--- src/rtl/vga_menu_pkg.sv ---
// Shared constants, FSM encoding and coordinate helper for the VGA menu renderer.
package vga_menu_pkg;

  localparam int unsigned SCREEN_W     = 640;
  localparam int unsigned SCREEN_H     = 480;
  localparam int unsigned GLYPH_W      = 21;
  localparam int unsigned GLYPH_H      = 25;
  localparam int unsigned GLYPH_STRIDE = 525;
  localparam int unsigned LOGO_X0      = 204;
  localparam int unsigned LOGO_X1      = 435;
  localparam int unsigned LOGO_Y0      = 40;
  localparam int unsigned LOGO_Y1      = 196;
  localparam int unsigned OPT_X0       = 133;
  localparam int unsigned OPT_DX       = 227;
  localparam int unsigned OPT_Y0       = 227;
  localparam int unsigned OPT_DY       = 58;
  localparam int unsigned CURSOR_PAD   = 3;

  localparam logic [18:0] FONT_BASE    = 19'd307200;
  localparam logic [18:0] LOGO_BASE    = 19'd25940;
  localparam logic [18:0] BLANK_ADDR   = 19'd1923;
  localparam logic [7:0]  BORDER_INDEX = 8'd7;
  localparam logic [5:0]  BLANK_GLYPH  = 6'd63;

  typedef enum logic {NAV_IDLE, NAV_LOCK} nav_state_t;

  typedef struct packed {
    logic [9:0] x;
    logic [9:0] y;
  } cart_t;

  function automatic cart_t addr_to_cart(input logic [18:0] addr);
    cart_t c;
    c.x = 10'(addr % 19'(SCREEN_W));
    c.y = 10'(addr / 19'(SCREEN_W));
    return c;
  endfunction

endpackage

--- src/rtl/vga_menu_nav.sv ---
// Menu selection FSM with cursor blink counter and post-confirm input lock.
module vga_menu_nav
  import vga_menu_pkg::*;
#(
  parameter int unsigned NUM_OPTS     = 5,
  parameter int unsigned OPT_ROWS     = 3,
  parameter int unsigned BLINK_FRAMES = 30,
  parameter int unsigned LOCK_FRAMES  = 8
) (
  input  logic       clock,
  input  logic       resetn,
  input  logic       frame_tick,
  input  logic       key_up,
  input  logic       key_down,
  input  logic       key_left,
  input  logic       key_right,
  input  logic       key_sel,
  output logic [2:0] sel,
  output logic       sel_done,
  output logic       blink_on
);

  localparam int unsigned BW = $clog2(2 * BLINK_FRAMES);
  localparam int unsigned LW = (LOCK_FRAMES > 1) ? $clog2(LOCK_FRAMES) : 1;
  localparam logic [BW-1:0] BLINK_LAST = BW'(2 * BLINK_FRAMES - 1);
  localparam logic [BW-1:0] BLINK_ON   = BW'(BLINK_FRAMES);
  localparam logic [LW-1:0] LOCK_LAST  = LW'(LOCK_FRAMES - 1);

  nav_state_t    state, state_n;
  logic [2:0]    sel_n;
  logic          done_n;
  logic [BW-1:0] blink_cnt, blink_n;
  logic [LW-1:0] lock_cnt, lock_n;
  logic [4:0]    cur, row, base, tgt;
  logic          move;

  always_ff @(posedge clock or negedge resetn) begin
    if (!resetn) begin
      state     <= NAV_IDLE;
      sel       <= '0;
      sel_done  <= 1'b0;
      blink_cnt <= '0;
      lock_cnt  <= '0;
    end else begin
      state     <= state_n;
      sel       <= sel_n;
      sel_done  <= done_n;
      blink_cnt <= blink_n;
      lock_cnt  <= lock_n;
    end
  end

  always_comb begin
    state_n = state;
    sel_n   = sel;
    done_n  = 1'b0;
    blink_n = blink_cnt;
    lock_n  = lock_cnt;
    cur     = {2'b00, sel};
    row     = cur % 5'(OPT_ROWS);
    base    = cur - row;
    tgt     = cur;
    move    = 1'b0;

    if (frame_tick)
      blink_n = (blink_cnt == BLINK_LAST) ? '0 : blink_cnt + BW'(1);

    // Vertical moves wrap within the column; out-of-range targets are dropped below.
    if (key_up) begin
      tgt  = (row == 5'd0) ? base + 5'(OPT_ROWS - 1) : cur - 5'd1;
      move = 1'b1;
    end else if (key_down) begin
      tgt  = (row == 5'(OPT_ROWS - 1)) ? base : cur + 5'd1;
      move = 1'b1;
    end else if (key_left) begin
      tgt  = cur - 5'(OPT_ROWS);
      move = (cur >= 5'(OPT_ROWS));
    end else if (key_right) begin
      tgt  = cur + 5'(OPT_ROWS);
      move = 1'b1;
    end

    case (state)
      NAV_IDLE: begin
        if (key_sel) begin
          done_n  = 1'b1;
          state_n = NAV_LOCK;
          lock_n  = '0;
        end else if (move && (tgt < 5'(NUM_OPTS))) begin
          sel_n   = tgt[2:0];
          blink_n = '0;
        end
      end
      NAV_LOCK: begin
        if (frame_tick) begin
          if (lock_cnt == LOCK_LAST) begin
            state_n = NAV_IDLE;
            lock_n  = '0;
          end else begin
            lock_n = lock_cnt + LW'(1);
          end
        end
      end
      default: state_n = NAV_IDLE;
    endcase
  end

  assign blink_on = (blink_cnt < BLINK_ON);

endmodule

--- src/rtl/vga_menu_renderer.sv ---
// Three-stage pixel pipeline: ROM address/overlay decode, ROM return alignment, colour select.
module vga_menu_renderer
  import vga_menu_pkg::*;
#(
  parameter int unsigned NUM_OPTS     = 5,
  parameter int unsigned OPT_ROWS     = 3,
  parameter int unsigned OPT_CHARS    = 7,
  parameter logic [NUM_OPTS*OPT_CHARS*6-1:0] OPT_TEXT = '1,
  parameter int unsigned BLINK_FRAMES = 30,
  parameter int unsigned LOCK_FRAMES  = 8
) (
  input  logic        clock,
  input  logic        resetn,
  input  logic [18:0] pix_addr,
  input  logic        pix_valid,
  input  logic        key_up,
  input  logic        key_down,
  input  logic        key_left,
  input  logic        key_right,
  input  logic        key_sel,
  input  logic [7:0]  index_in,
  output logic [18:0] addr_to_read,
  output logic        addr_valid,
  output logic [7:0]  index_out,
  output logic        index_valid,
  output logic [2:0]  sel,
  output logic        sel_done
);

  localparam logic [18:0] G_W      = 19'(GLYPH_W);
  localparam logic [18:0] G_H      = 19'(GLYPH_H);
  localparam logic [18:0] G_STRIDE = 19'(GLYPH_STRIDE);
  localparam logic [18:0] PAD      = 19'(CURSOR_PAD);
  localparam logic [18:0] TEXT_W   = 19'(OPT_CHARS * GLYPH_W);
  localparam logic [18:0] CUR_W    = 19'(OPT_CHARS * GLYPH_W + 2 * CURSOR_PAD);
  localparam logic [18:0] CUR_H    = 19'(GLYPH_H + 2 * CURSOR_PAD);
  localparam logic [18:0] EDGE_LO  = 19'd3;
  localparam logic [18:0] EDGE_XHI = 19'(SCREEN_W - 4);
  localparam logic [18:0] EDGE_YHI = 19'(SCREEN_H - 4);

  cart_t       cart;
  logic [18:0] px, py, ox, oy, gx, addr_n;
  logic [5:0]  glyph;
  logic        border_hit, cursor_hit, in_outer, in_inner;
  logic        blink_on, frame_tick;
  logic        ovl1, ovl2, valid2;

  assign frame_tick = pix_valid && (pix_addr == '0);
  assign cart       = addr_to_cart(pix_addr);
  assign px         = 19'(cart.x);
  assign py         = 19'(cart.y);

  vga_menu_nav #(
    .NUM_OPTS     (NUM_OPTS),
    .OPT_ROWS     (OPT_ROWS),
    .BLINK_FRAMES (BLINK_FRAMES),
    .LOCK_FRAMES  (LOCK_FRAMES)
  ) u_nav (
    .clock      (clock),
    .resetn     (resetn),
    .frame_tick (frame_tick),
    .key_up     (key_up),
    .key_down   (key_down),
    .key_left   (key_left),
    .key_right  (key_right),
    .key_sel    (key_sel),
    .sel        (sel),
    .sel_done   (sel_done),
    .blink_on   (blink_on)
  );

  // Offsets are only formed after the region test passes, so subtractions never wrap.
  always_comb begin
    addr_n     = BLANK_ADDR;
    cursor_hit = 1'b0;
    ox         = '0;
    oy         = '0;
    gx         = '0;
    glyph      = BLANK_GLYPH;
    in_outer   = 1'b0;
    in_inner   = 1'b0;
    border_hit = (px < EDGE_LO) || (px > EDGE_XHI) || (py < EDGE_LO) || (py > EDGE_YHI);

    if (px >= 19'(LOGO_X0) && px < 19'(LOGO_X1) && py >= 19'(LOGO_Y0) && py < 19'(LOGO_Y1))
      addr_n = LOGO_BASE + (px - 19'(LOGO_X0)) + (py - 19'(LOGO_Y0)) * 19'(SCREEN_W);

    for (int unsigned i = 0; i < NUM_OPTS; i++) begin
      ox = 19'(OPT_X0 + (i / OPT_ROWS) * OPT_DX);
      oy = 19'(OPT_Y0 + (i % OPT_ROWS) * OPT_DY);
      for (int unsigned k = 0; k < OPT_CHARS; k++) begin
        gx = ox + 19'(k * GLYPH_W);
        if (px >= gx && px < gx + G_W && py >= oy && py < oy + G_H) begin
          glyph = OPT_TEXT[(i*OPT_CHARS+k)*6 +: 6];
          if (glyph != BLANK_GLYPH)
            addr_n = FONT_BASE + G_STRIDE * {13'd0, glyph} + (px - gx) + G_W * (py - oy);
        end
      end
      in_outer = px >= ox - PAD && px < ox - PAD + CUR_W && py >= oy - PAD && py < oy - PAD + CUR_H;
      in_inner = px >= ox && px < ox + TEXT_W && py >= oy && py < oy + G_H;
      if (3'(i) == sel && in_outer && !in_inner)
        cursor_hit = 1'b1;
    end
  end

  always_ff @(posedge clock or negedge resetn) begin
    if (!resetn) begin
      addr_to_read <= BLANK_ADDR;
      addr_valid   <= 1'b0;
      ovl1         <= 1'b0;
      ovl2         <= 1'b0;
      valid2       <= 1'b0;
      index_out    <= '0;
      index_valid  <= 1'b0;
    end else begin
      addr_to_read <= addr_n;
      addr_valid   <= pix_valid;
      ovl1         <= border_hit || (cursor_hit && blink_on);
      ovl2         <= ovl1;
      valid2       <= addr_valid;
      index_out    <= ovl2 ? BORDER_INDEX : index_in;
      index_valid  <= valid2;
    end
  end

endmodule
--- config.mk ---
export PLATFORM = sky130hd
export DESIGN_NAME = vga_menu_renderer
export DESIGN_NICKNAME = d
export VERILOG_FILES = /design/src/rtl/vga_menu_pkg.sv /design/src/rtl/vga_menu_nav.sv /design/src/rtl/vga_menu_renderer.sv
export SDC_FILE = /design/constraint.sdc
export NUM_CORES = 1
export LEC_CHECK = 0
export BUFFER_PORTS_ARGS = -buffer_cell sky130_fd_sc_hd__buf_2
export CAP_MARGIN = 20
export CORE_ASPECT_RATIO = 0.6
export CORE_MARGIN = 5
export CORE_UTILIZATION = 55
export DETAILED_ROUTE_END_ITERATION = 16
export PLACE_DENSITY = 0.87
export SLEW_MARGIN = 20
export SYNTH_ARGS = -nofsm -noshare
export SYNTH_HDL_FRONTEND = slang
export SYNTH_SLANG_ARGS = --single-unit
--- constraint.sdc ---
create_clock -name clock -period 7.1 [get_ports clock]
set_clock_uncertainty 0.1 [all_clocks]
set_input_delay 1.42 -clock clock [delete_from_list [all_inputs] [get_ports clock]]
set_output_delay 1.42 -clock clock [all_outputs]
set_load 0.005 [all_outputs]
==> load_flow_metrics.sql <==
INSERT INTO impl_metrics (metric_group, metric, value, unit) VALUES
('run_status', 'outcome', 'finished with violations', ''),
('run_status', 'failed_checks', 'setup timing', ''),
('setup_path', 'crit_family', 'compound AO/OA/AOI/OAI gates', ''),
('route', 'antenna_violating_nets_post_route', '0', ''),
('clocking', 'cts.htree.levels', '2', ''),
('logic_synthesis', 'avgSynthCellArea', '7.55', 'µm²'),
('placed_design', 'numPortBuffers', '67', ''),
('clocking', 'tritoncts', 'built', ''),
('clocking', 'cts_hold_buffers', '0', ''),
('setup_path', 'cp_data_required_time', '7160', 'ps'),
('logic_synthesis', 'synthArstFlopShare', '100', '%'),
('logic_synthesis', 'synth_edf_count', '0', ''),
('finish', 'utilization', '75.7', '%'),
('finish', 'post_route_cells_drive_above_1_share', '32.3', '%'),
('sta', 'timing.fmax', '0.133', 'GHz'),
('clocking', 'cts_max_path_buffers', '2', ''),
('finish', 'final_cell_mix', '178 x sky130_fd_sc_hd__buf_4, 80 x sky130_fd_sc_hd__nand2_1, 74 x sky130_fd_sc_hd__nor2_1', ''),
('placed_design', 'placed_area', '7950', 'µm²'),
('sta', 'final-hold-violation-count', '0', ''),
('die', 'die_x', '150', 'µm'),
('global_route', 'grt_first_pass_wirelength', '37.0', 'mm'),
('placed_design', 'gp_routability_congestion', '1.02', ''),
('clocking', 'clkTransAtPathRegs', '60', 'ps'),
('finish', 'finalInstanceArea', '8610', 'µm²'),
('min_path', 'timing.hold.worst_endpoint', 'ovl2', ''),
('setup_path', 'r2r_setup_slack', '1990', 'ps'),
('route', 'dr.pass1.iters', '7', ''),
('finish', 'fin_nets', '1143', ''),
('power_and_ir_drop', 'internal_power', '0.00150', 'W'),
('setup_path', 'timing.critical_path.mode_cell', 'sky130_fd_sc_hd__xnor2_1', ''),
('sta', 'unrepaired_setup_endpoints_after_global_routing', 'yes', ''),
('global_route', 'first_global_vias', '7263', ''),
('logic_synthesis', 'yosysWarnings', '0', ''),
('min_path', 'hold_path.startpoint', 'ovl1', ''),
('setup_path', 'path_buf_inv', '3', ''),
('finish', 'final_cells', '1218', ''),
('logic_synthesis', 'postSynthNetCount', '939', ''),
('setup_path', 'slowest_delay', '590', 'ps'),
('logic_synthesis', 'synthFlopType', 'sky130_fd_sc_hd__dfrtp_1', ''),
('clocking', 'cts_buffers', '5', ''),
('clocking', 'cts.sink_count', '46', ''),
('power_and_ir_drop', 'pwr-share-clk', '9.8', '%'),
('placed_design', 'numPlacedInstances', '1187', ''),
('sta', 'timing.setup.tns', '-781', 'ps'),
('route', 'drt-wirelength-per-cell', '20.0', 'µm'),
('setup_path', 'start_kind', 'input pin', ''),
('setup_path', 'crit_path_top_delay_cell', 'sky130_fd_sc_hd__or4b_4', ''),
('route', 'totalWireLength', '24.3', 'mm'),
('sta', 'final_min_period_over_clock_period', '106', '%'),
('setup_path', 'worstRegToRegCells', '20', ''),
('route', 'drt_drc_violations_left', '0', ''),
('sta', 'finalWorstSetupSlack', '-419', 'ps'),
('power_and_ir_drop', 'fraction_of_power_consumed_by_sequential_logic', '11.9', '%'),
('power_and_ir_drop', 'leakage', '3.82', 'nW'),
('clocking', 'worst_skew_pair.late_latency', '290', 'ps'),
('clocking', 'ctsRootBufferMaster', 'sky130_fd_sc_hd__clkbuf_16', ''),
('die', 'io_pins', '68', ''),
('die', 'area_of_the_die', '14000', 'µm²'),
('sta', 'final-setup-viol-count', '5', ''),
('min_path', 'hold-path-cell-count', '0', ''),
('flow_run', 'drv_cap', '0', ''),
('logic_synthesis', 'netlist.top_cell.by_area', 'sky130_fd_sc_hd__dfrtp_1', ''),
('min_path', 'min-delay-path-class', 'flip-flop to flip-flop', ''),
('power_and_ir_drop', 'p_per_area', '320', 'nW/µm²'),
('global_route', 'track_usage', '32.2', '%'),
('logic_synthesis', 'synth_register_bits', '46', ''),
('sta', 'relSlewSlack', '38.8', '%'),
('power_and_ir_drop', 'power.ir.vdd_worst', '0.206', 'mV'),
('logic_synthesis', 'synthesis.area', '6440', 'µm²'),
('finish', 'antenna_cells_inserted', '0', ''),
('logic_synthesis', 'synth.top_cells.by_area', 'sky130_fd_sc_hd__dfrtp_1 16%, sky130_fd_sc_hd__ha_1 9.3%, sky130_fd_sc_hd__a21oi_1 5.4%, sky130_fd_sc_hd__nand2_1 4.7%, sky130_fd_sc_hd__nor2_1 4.5%', '');
==> cell usage after synthesis (6+ instances only) <==
| master | count |
|---|---|
| sky130_fd_sc_hd__nand2_1 | 81 |
| sky130_fd_sc_hd__nor2_1 | 77 |
| sky130_fd_sc_hd__a21oi_1 | 69 |
| sky130_fd_sc_hd__ha_1 | 48 |
| sky130_fd_sc_hd__o21ai_0 | 48 |
| sky130_fd_sc_hd__dfrtp_1 | 40 |
| sky130_fd_sc_hd__nand3_1 | 38 |
| sky130_fd_sc_hd__clkbuf_1 | 36 |
| sky130_fd_sc_hd__inv_1 | 33 |
| sky130_fd_sc_hd__nor3_1 | 31 |
| sky130_fd_sc_hd__xnor2_1 | 30 |
| sky130_fd_sc_hd__nand2b_1 | 18 |
| sky130_fd_sc_hd__nor2b_1 | 16 |
| sky130_fd_sc_hd__a31oi_1 | 15 |
| sky130_fd_sc_hd__xor2_1 | 11 |
| sky130_fd_sc_hd__a211oi_1 | 9 |
| sky130_fd_sc_hd__a21o_1 | 9 |
| sky130_fd_sc_hd__or3_1 | 9 |
| sky130_fd_sc_hd__buf_2 | 8 |
| sky130_fd_sc_hd__o211ai_1 | 8 |
| sky130_fd_sc_hd__o221ai_1 | 8 |
| sky130_fd_sc_hd__and3_1 | 7 |
| sky130_fd_sc_hd__mux2i_1 | 7 |
| sky130_fd_sc_hd__o21a_1 | 7 |
| sky130_fd_sc_hd__o31ai_1 | 7 |
| sky130_fd_sc_hd__a211o_1 | 6 |
| sky130_fd_sc_hd__and2_1 | 6 |
| sky130_fd_sc_hd__dfstp_2 | 6 |
| sky130_fd_sc_hd__nand4_1 | 6 |
| sky130_fd_sc_hd__or2_2 | 6 |
==> through the flow <==
stage	setup slack [ps]	hold slack, ps
6_report	-419	261
5_1_grt	-530	261
4_1_cts	-115	258
3_5_place_dp	-631	245
3_3_place_gp	-253	234
2_1_floorplan	7.45	231
==> power by group through the flow <==
| stage | combinational (W) | clock [W] | sequential (W) |
|---|---|---|---|
| after floorplan | 0.00115 | 0 | 0.000327 |
| after global placement | 0.00176 | 0 | 0.000329 |
| after detailed placement | 0.00183 | 0 | 0.000332 |
| after CTS | 0.00198 | 0.000267 | 0.000327 |
| after global routing | 0.00233 | 0.000283 | 0.000330 |
| final | 0.00216 | 0.000270 | 0.000327 |
==> worst max path at each step <==
| stage | endpoint | from | cells past startpoint | slack, ps |
|---|---|---|---|---|
| CTS | addr_to_read[18] | pix_addr[18] | 31 | -120 |
| floorplan | addr_to_read[18] | pix_addr[15] | 30 | 7 |
| detailed placement | addr_to_read[18] | pix_addr[18] | 29 | -630 |
| finish | addr_to_read[18] | pix_addr[14] | 29 | -420 |
| global route | addr_to_read[18] | pix_addr[18] | 34 | -530 |
| global placement | addr_to_read[18] | pix_addr[18] | 30 | -250 |
==> timing repair <==
action / in CTS / in global routing
gates resized for setup: 43 / 24
setup buffers: 18 / 9
pin swaps: 27 / 15
endpoints found under the setup margin: 5 / 8
==> state kept, by name, summed over array words and instances, names as in the netlist, 3 cells and up <==
| signal | flops |
|---|---|
| addr_to_read | 19 |
| index_out | 8 |
| u_nav.blink_cnt | 6 |
| u_nav.lock_cnt | 3 |
| u_nav.sel | 3 |
==> logic make-up after synthesis <==
kind of cell               after synthesis  share of synthesized area [%]
AOI/OAI and AO/OA                      271                           30.9
xor gates and xnor gates                42                           5.83
adders and majority gates               52                           10.4
buffers and inverters                   90                           5.81
DFF                                     46                           18.0
muxes                                    8                           1.26
other                                    1                         0.0583
and+or+nand+nor                        343                           27.7
==> metal layers <==
layer  vias up  part of all wire, %  global-route usage, %
met5         -                    0                      0
met4         0                  5.1                   11.5
met3       156                   14                   8.20
met2       661                   41                   49.8
met1      3659                   40                   43.6
li1       3555                    -                      -
==> area by class of cell <==
| type | instances | area [µm²] |
|---|---|---|
| Clock buffer | 5 | 125 |
| Clock inverter | 3 | 43.8 |
| Fill cell | 769 | 2760 |
| Inverter | 38 | 143 |
| Multi-Input combinational cell | 717 | 5190 |
| Sequential cell | 46 | 1160 |
| Tap cell | 160 | 200 |
| Timing Repair Buffer | 249 | 1750 |
Note: power is estimated with default switching activity, not from simulation.
